`src/rtl/div_pkg.sv`:
```
// Shared widths and FSM encoding for the dividend-reconstruction multiplier.
package div_pkg;
  localparam int QW = 8;
  localparam int BW = 4;
  localparam int AW = QW + BW;
  localparam int CW = (BW > 1) ? $clog2(BW) : 1;

  typedef enum logic [1:0] {
    IDLE = 2'd0,
    RUN  = 2'd1,
    DONE = 2'd2
  } state_t;
endpackage

```
`src/rtl/div_reconstruct.sv`:
```
// Sequential shift-add unit computing a = q*b + r over BW cycles.
// Optional MUL_CHECK_EN flags operand tuples that no divider could have produced.
module div_reconstruct
  import div_pkg::*;
(
  input  logic          clk,
  input  logic          rst,
  input  logic          start,
  input  logic [QW-1:0] q,
  input  logic [BW-1:0] b,
  input  logic [BW-1:0] r,
  output logic          busy,
  output logic          ready_out,
  output logic [AW-1:0] a,
  output logic          err
);

  localparam logic [CW-1:0] CNT_LAST = CW'(BW - 1);
  localparam logic [CW-1:0] CNT_ONE  = CW'(1);

  state_t        state_q, state_d;
  logic [AW-1:0] mq_q, mq_d;
  logic [BW-1:0] mb_q, mb_d;
  logic [AW-1:0] acc_q, acc_d;
  logic [CW-1:0] cnt_q, cnt_d;
  logic [AW-1:0] a_q, a_d;
  logic          busy_q, busy_d;
  logic          ready_q, ready_d;
  logic [AW-1:0] acc_step;

  // Accumulator is seeded with r, so b = 0 naturally yields a = r.
  assign acc_step = mb_q[0] ? (acc_q + mq_q) : acc_q;

`ifdef MUL_CHECK_EN
  logic err_q, err_d;
  logic err_pend_q, err_pend_d;
  assign err = err_q;
`else
  assign err = 1'b0;
`endif

  always_comb begin
    state_d = state_q;
    mq_d    = mq_q;
    mb_d    = mb_q;
    acc_d   = acc_q;
    cnt_d   = cnt_q;
    a_d     = a_q;
    busy_d  = busy_q;
    ready_d = ready_q;
`ifdef MUL_CHECK_EN
    err_d      = err_q;
    err_pend_d = err_pend_q;
`endif
    case (state_q)
      IDLE, DONE: begin
        if (start) begin
          mq_d    = {{BW{1'b0}}, q};
          mb_d    = b;
          acc_d   = {{QW{1'b0}}, r};
          cnt_d   = '0;
          busy_d  = 1'b1;
          ready_d = 1'b0;
          state_d = RUN;
`ifdef MUL_CHECK_EN
          err_d      = 1'b0;
          err_pend_d = (b == '0) || (r >= b);
`endif
        end
      end
      RUN: begin
        acc_d = acc_step;
        mq_d  = mq_q << 1;
        mb_d  = mb_q >> 1;
        cnt_d = cnt_q + CNT_ONE;
        if (cnt_q == CNT_LAST) begin
          a_d     = acc_step;
          busy_d  = 1'b0;
          ready_d = 1'b1;
          state_d = DONE;
`ifdef MUL_CHECK_EN
          err_d = err_pend_q;
`endif
        end
      end
      default: state_d = IDLE;
    endcase
  end

  always_ff @(posedge clk or negedge rst) begin
    if (!rst) begin
      state_q <= IDLE;
      mq_q    <= '0;
      mb_q    <= '0;
      acc_q   <= '0;
      cnt_q   <= '0;
      a_q     <= '0;
      busy_q  <= 1'b0;
      ready_q <= 1'b0;
`ifdef MUL_CHECK_EN
      err_q      <= 1'b0;
      err_pend_q <= 1'b0;
`endif
    end else begin
      state_q <= state_d;
      mq_q    <= mq_d;
      mb_q    <= mb_d;
      acc_q   <= acc_d;
      cnt_q   <= cnt_d;
      a_q     <= a_d;
      busy_q  <= busy_d;
      ready_q <= ready_d;
`ifdef MUL_CHECK_EN
      err_q      <= err_d;
      err_pend_q <= err_pend_d;
`endif
    end
  end

  assign busy      = busy_q;
  assign ready_out = ready_q;
  assign a         = a_q;

endmodule

```
`config.mk`:
```
export PLATFORM = sky130hd
export DESIGN_NAME = div_reconstruct
export DESIGN_NICKNAME = d
export VERILOG_FILES = /design/src/rtl/div_pkg.sv /design/src/rtl/div_reconstruct.sv
export SDC_FILE = /design/constraint.sdc
export NUM_CORES = 1
export LEC_CHECK = 0
export CAP_MARGIN = 10
export CORE_ASPECT_RATIO = 0.7
export CORE_MARGIN = 1
export CORE_UTILIZATION = 54
export CTS_CLUSTER_SIZE = 12
export DETAILED_ROUTE_END_ITERATION = 12
export PLACE_DENSITY = 0.87
export RECOVER_POWER = 100
export SYNTH_ARGS = -nofsm -noshare
export SYNTH_HDL_FRONTEND = slang
export SYNTH_SLANG_ARGS = --single-unit
```
`constraint.sdc`:
```
create_clock -name clk -period 2.7 [get_ports clk]
set_clock_uncertainty 0.05 [all_clocks]
set_input_delay 0.405 -clock clk [delete_from_list [all_inputs] [get_ports clk]]
set_output_delay 0.405 -clock clk [all_outputs]
set_load 0.05 [all_outputs]
```
# [Word level (Yosys, flattened, before mapping)]
# Cells that the tools add are included.
[word_totals] ff_bits=46 latchBits=0 mem_bits_rw=0 romBits=0 input_bits=19 out_inout_bits=15 elab_cells=40 memories=0
[op_classes] add_sub_neg=2 n_mul=0 n_div=0 n_lt_le_gt_ge=0 n_eq_ne=5 n_shift=0 muxes=18 n_bitwise=0 n_reduce_logical=7
[op_table] operator="$pmux W12 S2" count=2
[op_table] operator="$mux W12" count=3
[op_table] operator="$add A12 B12 Y12" count=1
[op_table] operator="$pmux W2 S2" count=2
[op_table] operator="$pmux W4 S2" count=1
[op_table] operator="$mux W2" count=3
[op_table] operator="$reduce_and A2 Y1" count=3
[op_table] operator="$eq A2 B2 Y1 const B" count=2
[op_table] operator="$mux W1" count=4
[op_table] operator="$mux W4" count=1
[op_table] operator="$ne A2 B2 Y1 const B" count=2
[op_table] operator="$pmux W1 S2" count=2
[op_table] operator="$reduce_and A3 Y1" count=1
[op_table] operator="$add A2 B1 Y2 const B" count=1
[op_table] operator="$eq A2 B1 Y1 const B" count=1
[op_table] operator="$logic_not A2 Y1" count=1
[op_table] operator="$reduce_bool A2 Y1" count=1
[op_table] operator="$reduce_or A2 Y1" count=1

# [Longest topological paths before layout]
[logic_depth] word_depth=4 ltp_mapped=10 ltp_nobuf=10

# [Least setup slack after synthesis]
# Ideal clock, no wire load.
[synth_timing] path_type="reg-to-reg" start="register mq_q[6]" end="register acc_q[11]" setup_ps=80 t_arrival_ps=1990 t_required_ps=2570 setup_slack_ps=580 stages_incl_launch_ff=9 n_path_buf=0 period_less_slack_ps=2120 cell_sequence="dfrtp_1 -> ha_1 -> a211oi_1 -> o21ai_0 -> a21oi_1 -> o31ai_2 -> xnor2_1 -> or4_1 -> o211ai_2"
[synth_between] elab_chain_len=3
[synth_rtl] element="from (decl)" line_no="div_reconstruct.sv:22" rtl="logic [AW-1:0] mq_q, mq_d;"
[synth_rtl] element="from (signal assigned)" line_no="div_reconstruct.sv:106" rtl="mq_q <= mq_d;"
[synth_rtl] element="$add A12 B12 Y12" line_no="div_reconstruct.sv:32" rtl="assign acc_step = mb_q[0] ? (acc_q + mq_q) : acc_q;"
[synth_rtl] element="$mux W12" line_no="div_reconstruct.sv:32"
[synth_rtl] element="$pmux W12 S2" line_no="div_reconstruct.sv:55" rtl="case (state_q)"
[synth_rtl] element="to (signal assigned)" line_no="div_reconstruct.sv:95" rtl="acc_q <= '0;"
[synth_rtl] element="to (signal assigned)" line_no="div_reconstruct.sv:108" rtl="acc_q <= acc_d;"
[synth_rtl] element="to (decl)" line_no="div_reconstruct.sv:24" rtl="logic [AW-1:0] acc_q, acc_d;"
# No other way between the ends.
# A chain may end at the register's enable or synchronous reset.

# [Worst setup path in the final report]
[layout_timing] start="register mq_q[1]" end="register acc_q[11]"
# The elaborated chain is that of the path after synthesis.

==> summary.md <==
| Metric | Value |
|---|---|
| Post-route ant nets | 0 |
| Most instantiated cells after synthesis | dfrtp_1 (46), nor2_1 (35), nand2_1 (23), o21ai_0 (18), ha_1 (12) |
| EDFF count, synth | 0 |
| # rows | 20 |
| Layout Nets | ~320 |
| Worst min-delay path category | in2async |
| Area contributors post-synth | dfrtp_1 (47%), ha_1 (6.1%), nor2_1 (5.3%), o21ai_0 (3.6%), nand2_1 (3.5%) |
| Detailed Routing Iterations Pass 1 | 5 |
| Die area | 0.00486 mm^2 |
| Via count | 2039 |
| DRC violation count after routing | 0 |
| Synth-to-Final Area Change | 15.7% |
| Library cells used by synthesis | 46 |
| Place WS | about 380 ps |
| Post-synthesis mux area share | 0.0121 |
| Gr usage total | 0.246 |
| I/O Pins | 34 |
| Largest family of logic cells by synthesized area | compound AO/OA/AOI/OAI gates |
| TritonCTS Buffers | 5 |
| Status | finished, final reports clean |
| Final period util | 0.895 |
| Post_cts resized | 0 |
| Synth Area in Adders | 0.0688 |
| RSZ-0062 raised after global routing | false |
| Yosys top cell area share | 0.466 |
| Post-Synth Simple-Gate Area | 0.161 |
| # H-tree levels | 2 |
| Final WS setup | 284 ps |
| Cell Area, Synth | 0.00247 mm^2 |
| Seq. cell area | approximately 0.0012 mm^2 |
| Chip Width | roughly 83 um |
| Setup CP Type | reg2reg |
| Post-Layout Cell Count | 344 |
| Data arrival, critical path | 2590 ps |
| Number of global-route vias before repair | 1903 |
| Starting DRC count in detailed routing | 120 |
| CP required | between 2000 and 3000 ps |
| Initial antenna violation count | 0 |
| Post-Syn Area per Cell | 9.62 um^2 |
| Endpoint class of the critical path | register |
| HPWL after DPL | 3890 um |
| Wire per inst | 15.8 um |
| GR Overflow Total | 0 |
| Finish-stage setup viols | 0 |
| Port bufs | 32 |
| Max Freq | 414 MHz |
| Seq/Total Area, Yosys | 0.466 |
| CTS tree | done |
| Max-slew violation count | 0 |
| Inst Count DP | between 300 and 400 |
| Final hold vios | 0 |
| Placer Congestion | 0.944 |
| Mapped Nets | about 290 |
| Slew Limit Headroom | 0.251 |
| Synthesis-stage register bit count | 46 |
| Core area | between 0.004 and 0.005 mm^2 |
| Longest Clk Path Bufs | 2 |
| Most frequent cell after synthesis | dfrtp_1 |
| N_diodes | 0 |
| Main synth FF type | dfrtp_1 |
| Root buf cell | clkbuf_8 |
| Layout fillers | 367 |
| Post-CTS Setup Bufs | 0 |
| Total of max-cap violations | 0 |
| R2r setup slk | 280 ps |
| Ys Warns | 0 |
| Die Ht | just under 60 um |
| Cells after Synth | 257 |
| Proportion of layout cells with a drive suffix above 1 | 0.0450 |
| Worst-path fanout max | 4 |
| Hold buffer count at cts | 0 |
| Final WL | 5420 um |
| XOR/XNOR share of the synthesized area | 0.0283 |
| Worst-skew pair later-pin latency | ~310 ps |
| Post-route cell area | ~0.0029 mm^2 |
| Initial Util | 0.568 |
| TNS Setup | 0 ps |
| Placed Area | 0.00282 mm^2 |
| Compound-Gate Fraction of Synth Area | 0.219 |
| Clk sinks | 46 |
| Startpoint types | register |
| First-pass GRT wire length | 9140 um |
| Multi-input logic area | 0.00119 mm^2 |
| Largest net degree at the start of global routing | 47 |
| Worst-path clk slew | 80 ps |
| Synth area leader | dfrtp_1 |
| Ys async rst share | 1.00 |
| Vias/cell | 5.93 |
| Tmin final | around 2400 ps |
| Worst slew pin tran | 1120 ps |
cells by family (layout without fill, tap and decap cells):
| kind of cell | count (synthesis) | after routing |
|---|---|---|
| and+or+nand+nor | 88 | 88 |
| AOI/OAI and AO/OA | 78 | 78 |
| DFF | 46 | 46 |
| buffers and inverters | 20 | 52 |
| adders and majority gates | 13 | 13 |
| xor gates and xnor gates | 8 | 8 |
| muxes | 3 | 3 |
| other | 1 | 1 |
layout make-up:
cell class / count / area share
inverters: 7 / 0.00918
multi-input cells: 191 / 0.416
well taps: 55 / 0.0240
flip-flops and latches: 46 / 0.402
repair buffers: 38 / 0.122
clock buffers: 7 / 0.0267
worst max-delay path, stage by stage (launching register included):
cell and delay, ps:
dfrtp_1 420, ha_1 330, a211oi_1 500, o21ai_4 120, nand2_1 130, o31ai_1 100
xnor2_1 170, or4_1 410, o211ai_1 100
stage by stage:
stage           util  hold WS [ps]
2_1_floorplan      -          59.4
3_3_place_gp   0.647           409
3_5_place_dp   0.647           417
4_1_cts        0.665           262
5_1_grt        0.657           338
6_report       0.657           256
state kept, by name (all words and copies together) (netlist names):
register	cells
state_q	2
a	12
mb_q	4
cnt_q	2
ready_out	1
acc_q	12
busy	1
mq_q	12
cell usage in the layout, fill, tap and decap left out, types with 3 or more instances in the layout:
master	count
o21ai_0	18
nand3_1	11
o211ai_1	6
clkbuf_8	5
a21o_1	5
clkdlybuf4s50_1	16
a211oi_1	3
clkbuf_1	5
a21oi_1	8
a22o_1	7
nor3_1	5
o21ai_1	3
ha_1	12
nand2_1	24
dfrtp_1	46
xnor2_1	6
nor2_1	35
inv_1	7
o21a_1	6
nor2b_1	3
buf_4	3
mux2i_1	3
nand2b_1	3
o22ai_1	10
dlygate4sd3_1	15
layer usage:
layer	vias to the layer above	track usage	wire length [um]
li1	981	-	-
met1	974	0.350	2700
met2	76	0.375	2290
met3	8	0.0771	356
met4	0	0.0567	74
met5	-	0	0
path summary, 6_finish.rpt:
path,startpoint,end,cells past startpoint
worst min-delay path,rst,a[11],1
worst min register to register,busy,busy,2
max in group asynchronous,rst,acc_q[4],1
worst max register to register,mq_q[1],acc_q[11],8
min in group clk,busy,busy,2
worst max-delay path,mq_q[1],acc_q[11],8
Power is left out: the tool's default activity adds up to more than one toggle a clock period on the data nets, which glitch-free logic cannot reach.
==> RTL change 1: new RTL, same flow settings <==
`QW`: 8 -> 10.
--- a/src/rtl/div_pkg.sv
+++ b/src/rtl/div_pkg.sv
@@ -1,5 +1,5 @@
 // Shared widths and FSM encoding for the dividend-reconstruction multiplier.
 package div_pkg;
-  localparam int QW = 8;
+  localparam int QW = 10;
   localparam int BW = 4;
   localparam int AW = QW + BW;
Interface: changed (resized a and q); port bits go from 34 to 38. The function was not compared with the original's and may differ.
==> RTL change 1 against the unedited design <==
  * Synthesized cell count rose by 17%
  * Maximum frequency up 0.77%
  * Setup slack gained 0.018 ns
  * Sequential cell count rose by 6
  * Cell area rose by 15%
  * Routed wire length is 19% higher
  * Non-clock buffer count is 6 higher
  * Critical endpoint is now a[12]
  * Synthesized area grew 14%
==> RTL change 1: results (changes against the unedited design) <==
Status
  • Status: completed

Global route
  • Largest net degree at the start of global routing: 46 (-2.1%)
  • Initial antenna violation count: 0 (unchanged)
  • First-pass GRT wire length: 11.18 mm (+22%)
  • Total GRT Usage: 26.24% (+1.6 points)
  • Vias in the first global route: 2306 (+21%)

Min path
  • Hold Crit Class: flop to flop
  • Hold_sp: a[5]

Place
  • # placed instances: 394 (+17%)
  • RD Place Congestion: 0.9187 (-2.7%)
  • IO Port Bufs: 36 (+13%)
  • Post-DP HPWL: 4.651 mm (+20%)
  • Post-DP Area: 3213 um^2 (+14%)
  • Worst slack, placed: 0.2058 ns (-0.1753 ns)

Worst setup path
  • Reg2reg setup slack: 0.30 ns (+0.02 ns)
  • Reg-to-Reg Start: mq_q[0]
  • Worst path slowest cell: fa_1
  • Worst R2R Path Depth: 9 (+1)
  • CP max stage delay: 0.42 ns (-0.08 ns)
  • Crit path kind: flop to flop
  • Crit Reg-Reg Endpoint: a[12]
  • Arr. time, crit path: 2.53 ns (-0.06 ns)

Logic synthesis
  • Xor/xnor share of the synthesized area: 3.421% (+0.59 points)
  • Yosys cell types: 46 (unchanged)
  • Mapped Nets: 336 (+16%)
  • Yosys warns: 0 (unchanged)
  • Post-synthesis compound-gate area fraction: 19.64% (-2.2 points)
  • Synth Area in Adders: 6.930% (+0.048 points)
  • Mux contribution to synthesized area: 2.177% (+0.96 points)
  • Synth area leaders: dfrtp_1 46%, ha_1 6.2%, nand2_1 6.0%
  • Register area share after synthesis: 46.20% (-0.36 points)
  • Post-synth top cells: 52 x dfrtp_1, 45 x nand2_1, 26 x nor2_1, 26 x o21ai_0, 20 x a21oi_1
  • Avg Cell Area, Syn: 9.388 um^2 (-2.4%)

Power
  • VDD IR max: 0.6949 mV

Clocking
  • Post-CTS setup buffer count: 0 (unchanged)
  • CTS root buffer: clkbuf_8
  • CTS buffer count: 5 (unchanged)
  • Worst-path clk slew: 0.09 ns

STA
  • Slew margin rel.: 27.07% (+1.9 points)
  • F_max: 0.4171 GHz (+0.77%)
  • Fin Hold WS: 0.4337 ns (+0.1778 ns)

Detailed routing
  • TritonRoute pass-1 iters: 5 (unchanged)
  • Routed WL per cell: 16.08 um (+2.0%)
  • Vias/cell: 5.893 (-0.58%)
  • Starting DRC count in detailed routing: 240 (+100%)

Layout
  • Fraction of layout cells with a size suffix above 1: 6.306% (+1.8 points)
  • Finished Layout Cells: 402 (+17%)
  • Final net count: 369 (+15%)
[RTL change 1: changes by cell type after synthesis, moves of 5 or more]
cell / unedited run / this run
clkbuf_1: 9 / 14
nand2_1: 23 / 45
o22ai_1: 10 / 3
a31oi_1: 1 / 12
o21a_1: 6 / 0
nor2_1: 35 / 26
o21ai_0: 18 / 26
a21oi_1: 8 / 20
dfrtp_1: 46 / 52
[RTL change 1: where the power goes]
group          switching (mW)  total (mW)  internal, mW
clock network           0.239       0.468         0.229
registers               0.295        1.43          1.14
logic                    1.76        2.89          1.12
total                    2.30        4.79          2.49
[RTL change 1: layout make-up]
| type | instances | area (um^2) |
|---|---|---|
| Clock buffer | 7 | 96.34 |
| Fill cell | 388 | 1588 |
| Inverter | 3 | 11.26 |
| Multi-Input combinational cell | 227 | 1401 |
| Sequential cell | 52 | 1301 |
| Tap cell | 69 | 86.33 |
| Timing Repair Buffer | 44 | 402.9 |
[RTL change 1: timing repair]
action / in CTS / in global routing
hold buffers: 1 / 0
hold endpoints to repair: 7 / 0
resized for setup: 0 / 1
endpoints found under the setup margin: 0 / 4
[RTL change 1: cell families after synthesis]
group	Yosys count
AO/OA/AOI/OAI	89
XOR/XNOR	11
adder cells (fa/ha/maj)	15
buffers and inverters	21
flip-flops	52
multiplexers	6
other	1
AND/OR/NAND/NOR	105
[RTL change 1: metal layers]
layer	vias up	part of all wire (%)	GRT usage [%]
met5	-	0	0
met3	8	6.4	5.416
met1	1144	48	38.25
li1	1133	-	-
met4	0	0.84	6.452
met2	84	45	40.10
[RTL change 1: worst min-delay path: cells and delay by family, from the launching register on]
| kind | cells | cell delay, ns |
|---|---|---|
| AO/OA/AOI/OAI | 1 | 0.06 |
| flip-flops | 1 | 0.35 |
| AND/OR/NAND/NOR | 1 | 0.04 |
==> RTL change 2: new RTL, config.mk and constraints unchanged <==
Without the edit above. The 3 states of `state_t` get a one-hot encoding in 3 bits.
--- a/src/rtl/div_pkg.sv
+++ b/src/rtl/div_pkg.sv
@@ -6,8 +6,8 @@
   localparam int CW = (BW > 1) ? $clog2(BW) : 1;
 
-  typedef enum logic [1:0] {
-    IDLE = 2'd0,
-    RUN  = 2'd1,
-    DONE = 2'd2
+  typedef enum logic [2:0] {
+    IDLE = 3'b001,
+    RUN  = 3'b010,
+    DONE = 3'b100
   } state_t;
 endpackage
Check against the original RTL: same outputs for any inputs over 10 cycles, from zero or initial values and one cycle with rst low; not proved beyond that.
==> RTL change 2 against the unedited design <==
  * Routed wire length is 1.5% higher
  * Setup slack better by 0.085 ns
  * Sequential cell count is 1 higher
  * Cell count is 5.8% higher
  * Utilization is 2.3 points higher
  * Synthesized area is 2.0% higher
  * Cell area is 4.8% higher
  * First-iteration DRC count is 26% higher
  * Largest cell class unchanged
  * Highest routed layer unchanged
==> RTL change 2: results (changes against the unedited design) <==
Place
  • Worst slack, placed: 0.5044 ns (+0.1234 ns)
  • # placed instances: 356 (+5.6%)
  • Post-DP HPWL: 3.910 mm (+0.61%)
  • RD Place Congestion: 0.9073 (-3.9%)
  • IO Port Bufs: 32 (unchanged)
  • Post-DP Area: 2877 um^2 (+2.0%)

Worst setup path
  • CP Max Fanout: 17 (+13)
  • Delay-heaviest family, CP: simple AND/OR/NAND/NOR gates
  • CP max stage delay: 0.81 ns (+0.31 ns)
  • Arr. time, crit path: 2.47 ns (-0.12 ns)
  • Worst path slowest cell: or2_0

Detailed routing
  • TritonRoute pass-1 iters: 4 (-1)
  • Routed WL per cell: 15.12 um (-4.1%)
  • Via Count: 2117 (+3.8%)
  • Starting DRC count in detailed routing: 151 (+26%)
  • Final wirelength: 5.504 mm (+1.5%)

Logic synthesis
  • Yosys warns: 0 (unchanged)
  • Post-synth top cells: 50 x nand2_1, 46 x dfrtp_1, 28 x nor2_1, 28 x o21ai_0, 15 x a21oi_1
  • Yosys cell types: 45 (-2.2%)
  • Synth area leaders: dfrtp_1 46%, nand2_1 7.4%, ha_1 6.0%
  • Avg Cell Area, Syn: 9.041 um^2 (-6.0%)
  • Share of flip-flops with an asynchronous set or reset: 100.0% (unchanged)
  • Register area share after synthesis: 46.68% (+0.12 points)
  • Mapped Nets: 311 (+7.6%)

Global route
  • Initial antenna violation count: 0 (unchanged)
  • Vias in the first global route: 1950 (+2.5%)
  • Largest net degree at the start of global routing: 48 (+2.1%)
  • First-pass GRT wire length: 9.211 mm (+0.75%)
  • Total congestion overflow: 0 (unchanged)
  • Total GRT Usage: 24.31% (-0.33 points)

Clocking
  • CTS root buffer: clkbuf_8
  • Hold-fix buffers, CTS: 0 (unchanged)
  • Post-CTS setup buffer count: 0 (unchanged)

STA
  • Tightest Pin Transition: 1.134 ns (+0.01129 ns)

Run
  • Max_cap viols: 0 (unchanged)

Status
  • Status: completed

Layout
  • Fraction of layout cells with a size suffix above 1: 5.502% (+1.0 points)
  • Final net count: 340 (+5.9%)
## RTL change 2: cell types whose count changed after synthesis, moves of 5 or more
cell,change
a21oi_1,+7
o22ai_1,-5
nor2_1,-7
nand2_1,+27
a31oi_1,+8
o21ai_0,+10
## RTL change 2: area by class of cell
| type | count | area [um^2] |
|---|---|---|
| clock inverter | 2 | 60.06 |
| tap | 55 | 68.82 |
| sequential | 47 | 1177 |
| inverter | 8 | 30.03 |
| clock buffer | 6 | 72.57 |
| fill | 348 | 1406 |
| multi-input combinational | 210 | 1250 |
| timing repair buffer | 36 | 339.1 |
## RTL change 2: layer usage
layer / wire, um / global-route usage, % / share of wire, % / vias up
met4: 100 / 8.232 / 1.8 / 0
met5: 0 / 0 / 0 / -
met2: 2474 / 38.91 / 45 / 61
li1: - / - / - / 1031
met1: 2649 / 33.51 / 48 / 1010
met3: 280 / 5.292 / 5.1 / 15
## RTL change 2: worst paths after layout
check,from,to,slack [ns],cells after the start
setup / recovery,state_q[0],mq_q[2],0.37,6
hold / removal,rst,mq_q[9],0.35,2
setup reg to reg,state_q[0],mq_q[2],0.37,6
hold reg to reg,a[4],a[4],0.43,2
max in group asynchronous,rst,a[5],1.55,2
min in group clk,a[4],a[4],0.43,2
## RTL change 2: cells by family after synthesis
logic type	synth area share, %
other cells	0.1487
simple gates	17.36
buf+inv	3.571
compound gates	18.70
fa+ha+maj	6.746
mux	3.671
flops	46.68
xor+xnor	3.125
## RTL change 2: power by group
part | leakage (nW) | internal [mW] | switching (mW)
Clock | 0.0654 | 0.370 | 0.231
Sequential | 0.597 | 0.983 | 0.236
Combinational | 0.713 | 0.759 | 1.19
Total | 1.38 | 2.11 | 1.66
